===== src/rtl/memoredf_dispatcher.sv =====
// MemorEDF dispatcher: pops the granted per-master queue and presents the entry on a registered valid/ready channel.
// Optional per-queue service counters are built when MEMOREDF_DISPATCH_STATS_EN is defined.
module memoredf_dispatcher #(
    parameter int unsigned NUMBER_OF_QUEUES = 4,
    parameter int unsigned DATA_WIDTH       = 64,
    parameter int unsigned COUNTER_WIDTH    = 32,
    localparam int unsigned SEL_WIDTH       = (NUMBER_OF_QUEUES > 1) ? $clog2(NUMBER_OF_QUEUES) : 1
) (
    input  logic                                      clock,
    input  logic                                      reset,
    input  logic [NUMBER_OF_QUEUES-1:0]               empty,
    input  logic [NUMBER_OF_QUEUES*DATA_WIDTH-1:0]    queue_data,
    input  logic                                      arb_valid,
    input  logic [SEL_WIDTH-1:0]                      arb_selection,
    output logic [NUMBER_OF_QUEUES-1:0]               pop,
    output logic                                      m_valid,
    input  logic                                      m_ready,
    output logic [DATA_WIDTH-1:0]                     m_data,
    output logic [SEL_WIDTH-1:0]                      m_source,
    output logic                                      busy,
    output logic [NUMBER_OF_QUEUES*COUNTER_WIDTH-1:0] served_count
);

    typedef enum logic {
        IDLE = 1'b0,
        SEND = 1'b1
    } state_t;

    state_t                  r_state;
    state_t                  w_next_state;
    logic [DATA_WIDTH-1:0]   r_data;
    logic [SEL_WIDTH-1:0]    r_source;
    logic                    w_sel_hit;
    logic                    w_sel_empty;
    logic [DATA_WIDTH-1:0]   w_sel_data;
    logic                    w_load;

    // Decode the grant; an index beyond the queue count matches nothing and reads as no grant.
    always_comb begin
        w_sel_hit   = 1'b0;
        w_sel_empty = 1'b1;
        w_sel_data  = '0;
        for (int unsigned i = 0; i < NUMBER_OF_QUEUES; i++) begin
            if (arb_selection == SEL_WIDTH'(i)) begin
                w_sel_hit   = 1'b1;
                w_sel_empty = empty[i];
                w_sel_data  = queue_data[i*DATA_WIDTH +: DATA_WIDTH];
            end
        end
    end

    assign w_load = !reset && arb_valid && w_sel_hit && !w_sel_empty
                    && ((r_state == IDLE) || m_ready);

    always_comb begin
        pop = '0;
        for (int unsigned i = 0; i < NUMBER_OF_QUEUES; i++) begin
            pop[i] = w_load && (arb_selection == SEL_WIDTH'(i));
        end
    end

    always_ff @(posedge clock) begin
        if (reset) begin
            r_state <= IDLE;
        end else begin
            r_state <= w_next_state;
        end
    end

    // A load wins over a drain so handshake and refill share one cycle.
    always_comb begin
        w_next_state = r_state;
        case (r_state)
            IDLE: begin
                if (w_load) begin
                    w_next_state = SEND;
                end
            end
            SEND: begin
                if (w_load) begin
                    w_next_state = SEND;
                end else if (m_ready) begin
                    w_next_state = IDLE;
                end
            end
            default: w_next_state = IDLE;
        endcase
    end

    always_ff @(posedge clock) begin
        if (reset) begin
            r_data   <= '0;
            r_source <= '0;
        end else if (w_load) begin
            r_data   <= w_sel_data;
            r_source <= arb_selection;
        end
    end

    assign m_valid  = (r_state == SEND);
    assign busy     = (r_state == SEND);
    assign m_data   = r_data;
    assign m_source = r_source;

`ifdef MEMOREDF_DISPATCH_STATS_EN
    logic [COUNTER_WIDTH-1:0] r_served [NUMBER_OF_QUEUES];

    // Saturating per-queue dispatch counters.
    always_ff @(posedge clock) begin
        for (int unsigned i = 0; i < NUMBER_OF_QUEUES; i++) begin
            if (reset) begin
                r_served[i] <= '0;
            end else if (pop[i] && (r_served[i] != {COUNTER_WIDTH{1'b1}})) begin
                r_served[i] <= r_served[i] + COUNTER_WIDTH'(1);
            end
        end
    end

    always_comb begin
        served_count = '0;
        for (int unsigned i = 0; i < NUMBER_OF_QUEUES; i++) begin
            served_count[i*COUNTER_WIDTH +: COUNTER_WIDTH] = r_served[i];
        end
    end
`else
    assign served_count = '0;
`endif

endmodule


===== config.mk =====
export PLATFORM = sky130hd
export DESIGN_NAME = memoredf_dispatcher
export DESIGN_NICKNAME = d
export VERILOG_FILES = /design/src/rtl/memoredf_dispatcher.sv
export SDC_FILE = /design/constraint.sdc
export NUM_CORES = 1
export LEC_CHECK = 0
export ABC_AREA = 1
export BUFFER_PORTS_ARGS = -buffer_cell sky130_fd_sc_hd__buf_4
export CORE_AREA = 2 2 183 185
export CTS_BUF_LIST = sky130_fd_sc_hd__clkbuf_8
export DETAILED_ROUTE_END_ITERATION = 10
export DIE_AREA = 0 0 185 187
export GPL_TIMING_DRIVEN = 0
export PLACE_DENSITY = 0.52
export SLEW_MARGIN = 25
export SYNTH_ARGS = -nofsm -noshare
export SYNTH_HDL_FRONTEND = slang
export SYNTH_SLANG_ARGS = --single-unit

===== constraint.sdc =====
create_clock -name clock -period 4.03 [get_ports clock]
set_input_delay 0.403 -clock clock [delete_from_list [all_inputs] [get_ports clock]]
set_output_delay 0.403 -clock clock [all_outputs]
set_load 0.005 [all_outputs]

==> flow_metrics.py <==
metrics = {
    "cts": {
        "cts_buffers": 9,
        "cts_buffer_depth": 2,
        "post_cts_buffers": 0,
        "cts_hold_buf": 0,
        "root_buffer": "clkbuf_8",
        "cts_sinks": 67,
        "cts_tree": "yes",
        "cts_resized": 0,
        "htree_levels": 3,
        "clk_pin_slew_ps": 90,
        "clk_latency_ps": 370,
    },
    "yosys": {
        "yosysSeqAreaShare_pct": 24.9,
        "synth_area_um2": 5380,
        "avgSynthCellArea_um2": 5.78,
        "syn_inst": 932,
        "ys_ff_latch": 67,
        "synthDistinctLibCells": 20,
        "yosys_warnings": 0,
    },
    "routing": {
        "drtIter0Drc": 199,
        "routed_via_density": 3.65,
        "avgRoutedWirePerCell_um": 13.7,
        "drc": 0,
        "dr.pass1.iters": 4,
        "vias": 6779,
        "drtAntennaViolNets": 0,
        "drt_wl_total_um": 25500,
    },
    "finish": {
        "stdcell_count": 1858,
        "drive_above_1_share_pct": 37.1,
        "nets": 1671,
        "syn2layout_area_growth_pct": 70.7,
        "diodes": 0,
    },
    "sta": {
        "report.final.slew_viol_count": 0,
        "worst_pin_slew_ps": 788,
        "setup_viol": 0,
        "max_freq_mhz": 398,
        "post-route-period-util_pct": 62.3,
        "holdWs_ps": 354,
        "fin_skew_ps": 7.10,
        "fin_tns_setup_ps": 0,
        "hold_violations": 0,
        "min_period_ps": 2510,
        "setup_ws_ps": 1520,
        "rsz0062_at_grt": "no",
        "relSlewSlack_pct": 47.5,
    },
    "critical_path": {
        "critical_path_buf_inv_count": 6,
        "path_class": "input port to primary output",
        "crit_chain": "buf_4 -> nand2_2 -> inv_2 -> nand2_1 -> nand2_1 -> inv_2 -> nand3_2 -> buf_4 -> buf_4 -> nor3_1 -> buf_4",
        "crit_slowest_cell": "inv_2",
        "cp_data_required_time_ps": 3630,
        "cpPeakStageDelay_ps": 340,
        "crit_path_frequent_cell": "buf_4",
        "endpoint_kind": "primary output",
        "startpoint_type": "input port",
        "cp_data_arrival_time_ps": 2110,
        "critical_path.top_delay_family": "buffers and inverters",
        "cp_max_fo": 10,
    },
    "grt": {
        "top_usage_layer": "met2",
        "antenna_found_initial": 1,
        "grtUsageMet2_pct": 25.9,
        "grt_pass1_wl_um": 36100,
        "grt.overflow.total": 0,
        "grtUsageMet3_pct": 4.11,
        "grt_max_degree": 13,
        "met1_usage_pct": 15.7,
        "grt_pass1_vias": 6422,
        "grt_usage_pct": 14.1,
    },
    "power_and_ir_drop": {
        "power_leakage_nw": 5.15,
        "ir_drop_v": 0.000162,
        "p_total_mw": 2.22,
        "power-per-cell-area_nw_per_um2": 242,
    },
    "placement": {
        "placed_cells": 1842,
        "dp_hpwl_um": 21000,
        "gp_congestion": 0.786,
        "pre_cts_ws_ps": 1400,
        "portBuffers": 335,
    },
    "floorplanning": {
        "start_util_pct": 16.4,
        "coreArea_um2": 32900,
        "rows": 67,
        "die_area_um2": 34600,
        "num_io_pins": 466,
        "die_width_um": 185,
        "chipHeight_um": 187,
    },
    "min_path": {
        "hp-class": "input port to flip-flop",
    },
    "status": {
        "status": "complete, no violations",
    },
    "run": {
        "drv_cap": 0,
    },
}
[worst paths after layout]
kind	start	end	slack, ps	depth (start not counted)
min reg2reg	m_source[0]	m_source[0]	470	2
max reg2reg	busy	m_data[6]	2570	6
min	queue_data[96]	m_data[32]	350	5
max	arb_selection[1]	pop[0]	1520	11
[tightest hold or removal path, stage by stage]
cell and delay [ps]:
buf_4 80, nand2_1 40, nand4_1 60, nor2_1 40, nor2_1 80
[synthesized netlist by cell type, drive strengths merged]
cell type	number	area, µm²
inv	71	267
a21oi	3	15.0
nor2	124	468
nor3	1	5.00
buf	156	1140
dfxtp	67	1340
o21ai	11	55.1
nand4	66	413
clkbuf	24	90.1
conb	1	3.75
nand3	16	85.1
or2	11	68.8
nand2	381	1440
[cells by family (layout without fill, tap and decap cells)]
| family | after synthesis | in the layout | synth area share [%] |
|---|---|---|---|
| AO/OA/AOI/OAI | 14 | 14 | 1.30 |
| buffers and inverters | 251 | 602 | 27.7 |
| flip-flops | 67 | 67 | 24.9 |
| other | 1 | 128 | 0.0697 |
| AND/OR/NAND/NOR | 599 | 599 | 46.0 |
[sequential cells by signal, indices dropped and copies added, names as in the netlist]
register,count
busy,1
m_data,64
m_source,2
[report_power, final]
part	switching, mW	internal, mW
Clock	0.310	0.429
Combinational	0.346	0.400
Sequential	0.0249	0.708
[per-layer routing]
| layer | vias up | routed length [µm] |
|---|---|---|
| li1 | 3546 | - |
| met1 | 2909 | 10300 |
| met2 | 302 | 12700 |
| met3 | 20 | 2190 |
| met4 | 2 | 310 |
| met5 | - | 13 |
[stage by stage]
step           util, %  area, µm²
3_3_place_gp      27.2       8930
2_1_floorplan        -       5860
5_1_grt           28.0       9190
6_report          28.0       9190
4_1_cts           28.0       9190
3_5_place_dp      27.2       8940
[final cells by class]
type	instances	area, µm²
fillers	3751	23700
multi-input cells	741	3030
repair buffers	335	2510
flip-flops and latches	67	1340
plain buffers	180	1230
well taps	448	561
inverters	71	267
clock buffers	10	138
clock inverters	6	113
[layout by cell type, fill, tap and decap left out, types with 10 or more instances in the layout]
cell type,instances
nand2_1,379
clkbuf_8,10
buf_2,14
conb_1,128
o21ai_0,11
dfxtp_1,67
inv_1,67
nand4_1,66
buf_4,469
nand3_1,15
or2_2,11
nor2_1,122
clkbuf_1,24
(Power assumes the default switching activity.)
